### src/rtl/fft_iter_pkg.sv
// fft_iter_pkg: shared definitions for the iterative radix-2 FFT sequencer.
//   - FSM state encodings (legacy-compatible localparam constants)
//   - clog2 helper used to size counters and the LAYER port
package fft_iter_pkg;

  localparam logic [2:0] ST_IDLE  = 3'd0;
  localparam logic [2:0] ST_RUN   = 3'd1;
  localparam logic [2:0] ST_GAP   = 3'd2;
  localparam logic [2:0] ST_DRAIN = 3'd3;
  localparam logic [2:0] ST_DONE  = 3'd4;

  // Ceiling log2; returns 0 for inputs of 0 or 1.
  function automatic int unsigned clog2(input int unsigned v);
    int unsigned r;
    r = 0;
    for (int unsigned i = 0; i < 32; i++) begin
      if ((64'(1) << i) < 64'(v)) r = i + 1;
    end
    return r;
  endfunction

endpackage

### src/rtl/fft_iter_ctrl_bf_addr_insert.sv
// bf_addr_insert: inserts a single bit into K at bit position P.
//   Bits of K below P stay in place, bits at or above P shift up by one.
// Ports:
//   K       in  AWL-1  butterfly index within the layer
//   P       in  PW     insertion position (0 .. AWL-1)
//   BIT_VAL in  1      value of the inserted bit
//   ADDR    out AWL    resulting memory address
module bf_addr_insert #(
  parameter int unsigned AWL = 5,
  parameter int unsigned PW  = 3
) (
  input  logic [AWL-2:0] K,
  input  logic [PW-1:0]  P,
  input  logic           BIT_VAL,
  output logic [AWL-1:0] ADDR
);

  logic [AWL-1:0] kx;
  logic [AWL-1:0] low_mask;

  always_comb begin
    kx       = {1'b0, K};
    low_mask = (AWL'(1) << P) - AWL'(1);
    ADDR     = ((kx & ~low_mask) << 1) | (kx & low_mask) | (AWL'(BIT_VAL) << P);
  end

endmodule

### src/rtl/fft_iter_ctrl.sv
// fft_iter_ctrl: sequencer for the iterative in-place radix-2 DIF FFT core.
//   Walks AWL layers of N/2 butterflies (N = 2^AWL), presenting operand
//   addresses A/B to the butterfly datapath and driving twiddle strobes.
// Build option: define FFT_CTRL_LAYER_GAP_EN to stall PIPE_LAT cycles between
//   layers (GAP state); otherwise layers run back to back.
// Parameters: AWL (address width, >= 2), PIPE_LAT (butterfly pipeline latency)
// Ports:
//   CLK       in   rising-edge clock
//   RST_N     in   asynchronous active-low reset
//   START     in   start request, sampled only in IDLE
//   READY     in   butterfly pipeline accepts the presented butterfly
//   BUSY      out  transform in progress (through the DONE cycle)
//   DONE      out  one-cycle completion pulse
//   BF_VALID  out  ADDR_A/ADDR_B/LAYER describe a butterfly
//   ADDR_A    out  upper-wing operand address
//   ADDR_B    out  lower-wing operand address
//   LAYER     out  current layer index
//   W_EN      out  twiddle step strobe (BF_VALID & READY)
//   W_LAY_EN  out  twiddle layer-advance strobe (last butterfly of a layer accepted)
module fft_iter_ctrl
  import fft_iter_pkg::*;
#(
  parameter int unsigned AWL      = 5,
  parameter int unsigned PIPE_LAT = 4
) (
  input  logic                    CLK,
  input  logic                    RST_N,
  input  logic                    START,
  input  logic                    READY,
  output logic                    BUSY,
  output logic                    DONE,
  output logic                    BF_VALID,
  output logic [AWL-1:0]          ADDR_A,
  output logic [AWL-1:0]          ADDR_B,
  output logic [clog2(AWL)-1:0]   LAYER,
  output logic                    W_EN,
  output logic                    W_LAY_EN
);

  localparam int unsigned LW      = clog2(AWL);
  localparam int unsigned CW_RAW  = clog2(PIPE_LAT + 1);
  localparam int unsigned CW      = (CW_RAW > 0) ? CW_RAW : 1;
  localparam logic [CW-1:0] CNT_LAST = CW'((PIPE_LAT == 0) ? 0 : PIPE_LAT - 1);
  localparam logic [LW-1:0] S_LAST   = LW'(AWL - 1);
  localparam logic [LW-1:0] P_TOP    = LW'(AWL - 1);

  logic [2:0]     state_q, state_d;
  logic [AWL-2:0] k_q, k_d;
  logic [LW-1:0]  s_q, s_d;
  logic [CW-1:0]  cnt_q, cnt_d;

  logic           run;
  logic           accept;
  logic           k_last;
  logic           s_last;
  logic [LW-1:0]  p;
  logic [AWL-1:0] addr_a_raw;
  logic [AWL-1:0] addr_b_raw;

  assign run    = (state_q == ST_RUN);
  assign accept = run & READY;
  assign k_last = (k_q == '1);
  assign s_last = (s_q == S_LAST);
  assign p      = P_TOP - s_q;

  bf_addr_insert #(.AWL(AWL), .PW(LW)) u_ins_a (
    .K       (k_q),
    .P       (p),
    .BIT_VAL (1'b0),
    .ADDR    (addr_a_raw)
  );

  bf_addr_insert #(.AWL(AWL), .PW(LW)) u_ins_b (
    .K       (k_q),
    .P       (p),
    .BIT_VAL (1'b1),
    .ADDR    (addr_b_raw)
  );

  // Addresses are forced to zero outside RUN so idle/reset outputs are all 0.
  assign BF_VALID = run;
  assign ADDR_A   = run ? addr_a_raw : '0;
  assign ADDR_B   = run ? addr_b_raw : '0;
  assign LAYER    = s_q;
  assign BUSY     = (state_q != ST_IDLE);
  assign DONE     = (state_q == ST_DONE);
  assign W_EN     = accept;
  assign W_LAY_EN = accept & k_last;

  always_comb begin
    state_d = state_q;
    k_d     = k_q;
    s_d     = s_q;
    cnt_d   = cnt_q;
    case (state_q)
      ST_IDLE: begin
        if (START) begin
          k_d     = '0;
          s_d     = '0;
          state_d = ST_RUN;
        end
      end
      ST_RUN: begin
        if (READY) begin
          if (k_last) begin
            k_d   = '0;
            cnt_d = '0;
            if (s_last) begin
              state_d = (PIPE_LAT == 0) ? ST_DONE : ST_DRAIN;
            end else begin
              s_d = s_q + 1'b1;
`ifdef FFT_CTRL_LAYER_GAP_EN
              state_d = (PIPE_LAT == 0) ? ST_RUN : ST_GAP;
`endif
            end
          end else begin
            k_d = k_q + 1'b1;
          end
        end
      end
`ifdef FFT_CTRL_LAYER_GAP_EN
      ST_GAP: begin
        if (cnt_q == CNT_LAST) state_d = ST_RUN;
        else                   cnt_d   = cnt_q + 1'b1;
      end
`endif
      ST_DRAIN: begin
        if (cnt_q == CNT_LAST) state_d = ST_DONE;
        else                   cnt_d   = cnt_q + 1'b1;
      end
      ST_DONE: begin
        state_d = ST_IDLE;
      end
      default: begin
        state_d = ST_IDLE;
      end
    endcase
  end

  always_ff @(posedge CLK or negedge RST_N) begin
    if (!RST_N) begin
      state_q <= ST_IDLE;
      k_q     <= '0;
      s_q     <= '0;
      cnt_q   <= '0;
    end else begin
      state_q <= state_d;
      k_q     <= k_d;
      s_q     <= s_d;
      cnt_q   <= cnt_d;
    end
  end

endmodule

### config.mk
export PLATFORM = sky130hd
export DESIGN_NAME = fft_iter_ctrl
export DESIGN_NICKNAME = d
export VERILOG_FILES = /design/src/rtl/fft_iter_pkg.sv /design/src/rtl/fft_iter_ctrl_bf_addr_insert.sv /design/src/rtl/fft_iter_ctrl.sv
export SDC_FILE = /design/constraint.sdc
export NUM_CORES = 1
export LEC_CHECK = 0
export BUFFER_PORTS_ARGS = -buffer_cell sky130_fd_sc_hd__buf_4
export CELL_PAD_IN_SITES_DETAIL_PLACEMENT = 1
export CELL_PAD_IN_SITES_GLOBAL_PLACEMENT = 2
export CORE_ASPECT_RATIO = 0.7
export CORE_MARGIN = 2
export CORE_UTILIZATION = 28
export CTS_CLUSTER_SIZE = 28
export DETAILED_ROUTE_END_ITERATION = 10
export GPL_ROUTABILITY_DRIVEN = 0
export HOLD_SLACK_MARGIN = 0.05
export MAX_ROUTING_LAYER = met4
export PLACE_DENSITY = 0.7
export SLEW_MARGIN = 40
export SYNTH_ARGS = -nofsm -noshare
export SYNTH_HDL_FRONTEND = slang
export SYNTH_SLANG_ARGS = --single-unit
### constraint.sdc
create_clock -name CLK -period 2.2 [get_ports CLK]
set_input_delay 0.33 -clock CLK [delete_from_list [all_inputs] [get_ports CLK]]
set_output_delay 0.33 -clock CLK [all_outputs]
set_load 0.005 [all_outputs]
== Word-level counts from Yosys, hierarchy flattened ==
Cells that the tools add are included.

* Equality and inequality tests: 13
* Multiply operators: 0
* Magnitude comparators: 0
* Reduce and logical (&&, ||, !) cells: 8
* Bitwise operators: 8
* Multiplexer cells: 21
* Add/subtract/negate cells: 5
* Shift-type cells: 2
* Div/mod/pow operators: 0

{| class="wikitable"
|+ Operators with widths
! operator !! count
|-
| 3-bit 2-to-1 mux || 12
|-
| 5-bit bitwise OR || 3
|-
| 4-bit 2-to-1 mux || 3
|-
| 3-bit one-hot mux with 2 select lines || 2
|-
| 5-bit 2-to-1 mux || 2
|-
| 2-bit != test, second input constant || 5
|-
| 5-bit AND reduction || 2
|-
| 1-bit by 3-bit left shift with 5-bit output, first input constant || 2
|-
| 3-bit one-hot mux with 3 select lines || 1
|-
| 4-bit one-hot mux with 2 select lines || 1
|-
| 3-bit by 1-bit adder with 3-bit output, second input constant || 2
|-
| 3-bit by 2-bit == test with 1-bit output, second input constant || 2
|-
| 3-bit == test, second input constant || 2
|-
| 4-bit by 5-bit bitwise AND with 5-bit output || 1
|-
| 5-bit by 2-bit subtractor with 5-bit output, second input constant || 1
|-
| 4-bit by 1-bit adder with 4-bit output, second input constant || 1
|-
| 4-bit bitwise AND || 1
|-
| 4-bit == test, second input constant || 1
|-
| 2-bit by 1-bit != test with 1-bit output, second input constant || 2
|-
| 4-bit inverter || 1
|-
| 4-bit AND reduction || 1
|-
| 2-bit nonzero test || 2
|-
| 3-bit by 1-bit == test with 1-bit output, second input constant || 1
|-
| 3-bit zero test || 1
|-
| other kinds (4) || 5
|}

* Memories: 0
* Input port bits: 4
* Output and inout port bits: 18
* ROM bits: 0
* Bits in latches: 0
* Logic and storage cells: 61
* Register bits after elaboration: 13
* Bits in writable memories: 0

== Logic depth before layout (Yosys ltp) ==
* Depth in word-level cells: 8
* Gate-level depth with buffers: 8
* Gate-level depth less buffers: 8

== By module ==
A second synthesis with hierarchy kept.

* Cell total of the unflattened synthesis: 126
* Area, all modules: 1044.8 µm²

{| class="wikitable"
|+ Modules (own cells, without submodules)
! module !! cells an instance !! sequential area each (µm²) !! times used !! area each (µm²)
|-
| fft_iter_ctrl || 86 || 325.3 || 1 || 784.5
|-
| bf_addr_insert || 20 || 0.0 || 2 || 130.1
|}

== Least setup slack after synthesis ==
OpenSTA, ideal clock, no wires.

* Path type: reg-to-output
* From: register s_q[0] (netlist: LAYER[0])
* To: output ADDR_B[2]
* Required time: 1870 ps
* Path buffers: 0
* Stages on the path, launching flop included: 9
* Arrival: 1866 ps
* Setup slack: 4 ps
* Cells stage by stage: dfrtp_1 -> inv_1 -> ha_1 -> ha_1 -> nand2_1 -> ha_1 -> and2_1 -> a221oi_1 -> nor2_1

* Cells in the longest elaborated chain, start to end: 8
* Elaborated cells between the ends (all ways): 9
* Classes of those cells: 2 x add/sub; 1 x shift; 1 x mux; 5 x bitwise

{| class="wikitable"
|+ Ends and longest elaborated chain
! what !! RTL line !! RTL
|-
| from (decl) || fft_iter_ctrl.sv:49 || <nowiki>logic [LW-1:0] s_q, s_d;</nowiki>
|-
| from (signal assigned) || fft_iter_ctrl.sv:144 || <nowiki>s_q <= '0;</nowiki>
|-
| from (signal assigned) || fft_iter_ctrl.sv:149 || <nowiki>s_q <= s_d;</nowiki>
|-
| 3-bit subtractor * || fft_iter_ctrl.sv:64 || <nowiki>assign p = P_TOP - s_q;</nowiki>
|-
| 1-bit by 3-bit left shift with 5-bit output * || fft_iter_ctrl_bf_addr_insert.sv:23, fft_iter_ctrl_bf_addr_insert.sv:24 ||
|-
| 5-bit by 2-bit subtractor with 5-bit output || fft_iter_ctrl_bf_addr_insert.sv:23 || <nowiki>low_mask = (AWL'(1) << P) - AWL'(1);</nowiki>
|-
| 4-bit inverter || fft_iter_ctrl_bf_addr_insert.sv:24 || <nowiki>ADDR = ((kx & ~low_mask) << 1) | (kx & low_mask) | (AWL'(BIT_VAL) << P);</nowiki>
|-
| 4-bit bitwise AND || fft_iter_ctrl_bf_addr_insert.sv:24 ||
|-
| 5-bit bitwise OR || fft_iter_ctrl_bf_addr_insert.sv:24 ||
|-
| 5-bit bitwise OR * || fft_iter_ctrl_bf_addr_insert.sv:24 ||
|-
| 5-bit 2-to-1 mux * || fft_iter_ctrl.sv:83 || <nowiki>assign ADDR_B = run ? addr_b_raw : '0;</nowiki>
|-
| to (decl) || fft_iter_ctrl.sv:34 || <nowiki>output logic [AWL-1:0] ADDR_B,</nowiki>
|}

Mark *: on every way between the ends. The rest lies on a longest branch, timed or not.

== Worst setup path after layout ==
* From: register s_q[1] (netlist: LAYER[1])
* To: output ADDR_A[2]

* Cells in the longest elaborated chain, start to end: 8
* Elaborated cells between the ends (all ways): 10
* Classes of those cells: 2 x add/sub; 2 x shift; 1 x mux; 5 x bitwise

{| class="wikitable"
|+ Ends and longest elaborated chain
! what !! RTL line !! RTL
|-
| 3-bit subtractor * || fft_iter_ctrl.sv:64 ||
|-
| 1-bit by 3-bit left shift with 5-bit output || fft_iter_ctrl_bf_addr_insert.sv:23 ||
|-
| 5-bit by 2-bit subtractor with 5-bit output || fft_iter_ctrl_bf_addr_insert.sv:23 ||
|-
| 4-bit inverter || fft_iter_ctrl_bf_addr_insert.sv:24 ||
|-
| 4-bit bitwise AND || fft_iter_ctrl_bf_addr_insert.sv:24 ||
|-
| 5-bit bitwise OR || fft_iter_ctrl_bf_addr_insert.sv:24 ||
|-
| 5-bit bitwise OR * || fft_iter_ctrl_bf_addr_insert.sv:24 ||
|-
| 5-bit 2-to-1 mux * || fft_iter_ctrl.sv:82 || <nowiki>assign ADDR_A = run ? addr_a_raw : '0;</nowiki>
|-
| to (decl) || fft_iter_ctrl.sv:33 || <nowiki>output logic [AWL-1:0] ADDR_A,</nowiki>
|}

Marked as above.

==> impl_metrics.json <==
{
  "via_count": 1042,
  "avgSynthCellArea_um2": 8.95,
  "cts.path.max_buffers": 2,
  "cts_tree": "built",
  "place_hpwl_um": 2320,
  "avgViaCountPerCell": 5.16,
  "route.top_layer_used": "met3",
  "grt_use_total": 0.172,
  "rsz0062_at_grt": "yes",
  "nets": 168,
  "first_pass_iters": 4,
  "port_buffers": 21,
  "timing.final.crit_period_ns": 2.28,
  "fin_crit_sh": 1.04,
  "p_leak_nw": 0.705,
  "ios": 22,
  "initial_core_util": 0.290,
  "synth_area_mm2": 0.00101,
  "async_flop_share": 1.00,
  "cpMostUsedCell": "ha_4",
  "setup_violations": 4,
  "critPathArrivalTime_ns": 1.95,
  "path_class": "flop to output pin",
  "drive_gt1_frac": 0.421,
  "grt_pass1_wl_um": 5000,
  "max_slew_margin": 0.711,
  "synth_nets": 128,
  "grt_overflow": 0,
  "setup_tns_ns": -0.185,
  "ys_ff_latch": 13,
  "yosys_warnings": 0,
  "worst_slack_ns": -0.0783,
  "wl_per_cell_um": 16.0,
  "core_mm2": 0.00349,
  "violations": "negative setup slack",
  "die_h_um": 54.3,
  "place_inst": 192,
  "antenna_found_initial": 0,
  "cp-start-kind": "flop",
  "worst_pin_slew_ns": 0.433,
  "wl_met1_um": 1640,
  "num_antenna_cells": 0,
  "final_cell_area_mm2": 0.00151,
  "clk_pin_slew_ns": 0.06,
  "ys.flop_type": "dfrtp_1",
  "r2r_slack_ns": 0.26,
  "clockRootBuffer": "clkbuf_8",
  "syn_to_final_growth_pct": 49.5,
  "synth-edff-count": 0,
  "worstSetupEndpointType": "output pin",
  "slew_viol_final": 0,
  "die_w_um": 75.8,
  "total_power_w": 0.00159,
  "final_cells": 202,
  "clk_latency_ns": 0.24,
  "die_area_mm2": 0.00412,
  "ctsHtreeMaxLevel": 1,
  "first_iter_violations": 50,
  "grt_max_degree": 14,
  "crit_chain": "inv_2 > ha_4 > ha_4 > nand2_4 > ha_4 > nand3b_1 > a21oi_2 > o21a_1 > buf_4",
  "place_area_mm2": 0.00129,
  "clock.fmax_mhz": 439,
  "hp-class": "input pin to flop",
  "worst_path_max_delay_cell": "dfrtp_1",
  "critPathMaxStageDelay_ns": 0.37,
  "numCtsBuffers": 3,
  "cp_max_fo": 3,
  "pwr_density_cell_mw_per_mm2": 1050,
  "postRouteWirelength_um": 3240,
  "cts.sinks": 13,
  "cp.required_ns": 1.87,
  "hold_viol_final": 0,
  "skew_ns": 0.000816,
  "yosysUniqueCellTypes": 43,
  "wl_met3_um": 124,
  "drv_cap": 0,
  "netlist_instances": 113,
  "drc": 0,
  "first_global_vias": 971,
  "ir_drop_mv": 0.428,
  "rows": 18,
  "outcome": "finished with violations",
  "wl_met2_um": 1470,
  "seq_area_frac_synth": 0.322,
  "antenna_left": 0
}
==> final cells by class <==
type	count	area, um2
Clock buffer	4	45.0
Sequential cell	13	325
Fill cell	410	1980
Inverter	14	52.6
Tap cell	50	62.6
Multi-Input combinational cell	84	746
Timing Repair Buffer	37	280
==> cells in the final DEF, fill, tap and decap left out, drive strengths merged, types with 2 or more instances in the layout <==
master	count
a21oi	9
a221oi	3
a22o	2
a31oi	3
a41oi	2
buf	36
clkbuf	4
dfrtp	13
ha	11
inv	14
nand2	5
nand2b	4
nand3	5
nand4	2
nor2	6
nor3b	2
o211ai	2
o21ai	5
o21bai	2
==> per-stage QoR <==
| stage | setup slack [ns] | hold WS [ns] | util |
|---|---|---|---|
| after global placement | 0.0529 | 0.189 | 0.370 |
| after detailed placement | -0.00157 | 0.191 | 0.370 |
| after global routing | -0.148 | 0.408 | 0.433 |
| final | -0.0783 | 0.388 | 0.433 |
| after CTS | -0.0420 | 0.382 | 0.418 |
| after floorplan | 0.00424 | 0.0344 | - |
==> logic make-up after synthesis <==
logic type | after synthesis | synth area share
buffers and inverters | 16 | 0.0668
adders and majority gates | 11 | 0.136
muxes | 1 | 0.0111
DFF | 13 | 0.322
and+or+nand+nor | 36 | 0.215
AOI/OAI and AO/OA | 36 | 0.249
==> synthesized netlist by cell type (2+ instances only) <==
library cell | count | area share
nand3_1 | 5 | 0.025
a221oi_1 | 3 | 0.026
dfrtp_1 | 13 | 0.32
a21oi_1 | 9 | 0.045
nand4_1 | 2 | 0.012
a31oi_1 | 3 | 0.019
o21bai_1 | 2 | 0.015
a22o_1 | 2 | 0.017
nor3b_1 | 2 | 0.015
nand2b_1 | 4 | 0.025
ha_1 | 11 | 0.14
o21ai_0 | 5 | 0.025
nand2_1 | 4 | 0.015
a41oi_1 | 2 | 0.017
inv_1 | 13 | 0.048
nor2_1 | 6 | 0.022
==> power by group <==
part / switching, W / total (W) / internal [W]
Clock: 0.0000857 / 0.000214 / 0.000128
Sequential: 0.0000889 / 0.000379 / 0.000290
Combinational: 0.000451 / 0.000993 / 0.000543
Total: 0.000625 / 0.00159 / 0.000960
==> metal layers <==
metal	vias to the layer above	global-route usage
met5	-	-
met4	0	0.00877
met3	0	0.0387
met2	23	0.259
met1	526	0.248
li1	493	-
==> worst max-delay path, delay by kind of cell (launching register included) <==
kind	cells	cell delay [ns]
AO/OA/AOI/OAI	2	0.30
adder cells (fa/ha/maj)	3	0.61
buffers and inverters	2	0.17
flip-flops	1	0.37
AND/OR/NAND/NOR	2	0.25
==> state kept, by name (all words and copies together), names as in the netlist <==
name,count
k_q,4
LAYER,3
cnt_q,3
state_q,3
==> worst paths after layout <==
path	startpoint	endpoint	cells after the start
setup / recovery	LAYER[1]	ADDR_A[2]	9
hold / removal	START	state_q[0]	3
setup reg to reg	LAYER[1]	LAYER[2]	6
hold reg to reg	cnt_q[2]	cnt_q[2]	1
max in group asynchronous	RST_N	LAYER[0]	2
min in group asynchronous	RST_N	cnt_q[1]	2
==> what timing repair did <==
item	in CTS	in global routing
hold buffers	1	0
pin swaps	7	10
gates resized for setup	19	7
endpoints found under the setup margin	9	8
buffers inserted	3	2
endpoints found under the hold margin	13	0
No activity file was read; power rests on OpenSTA's default activity.
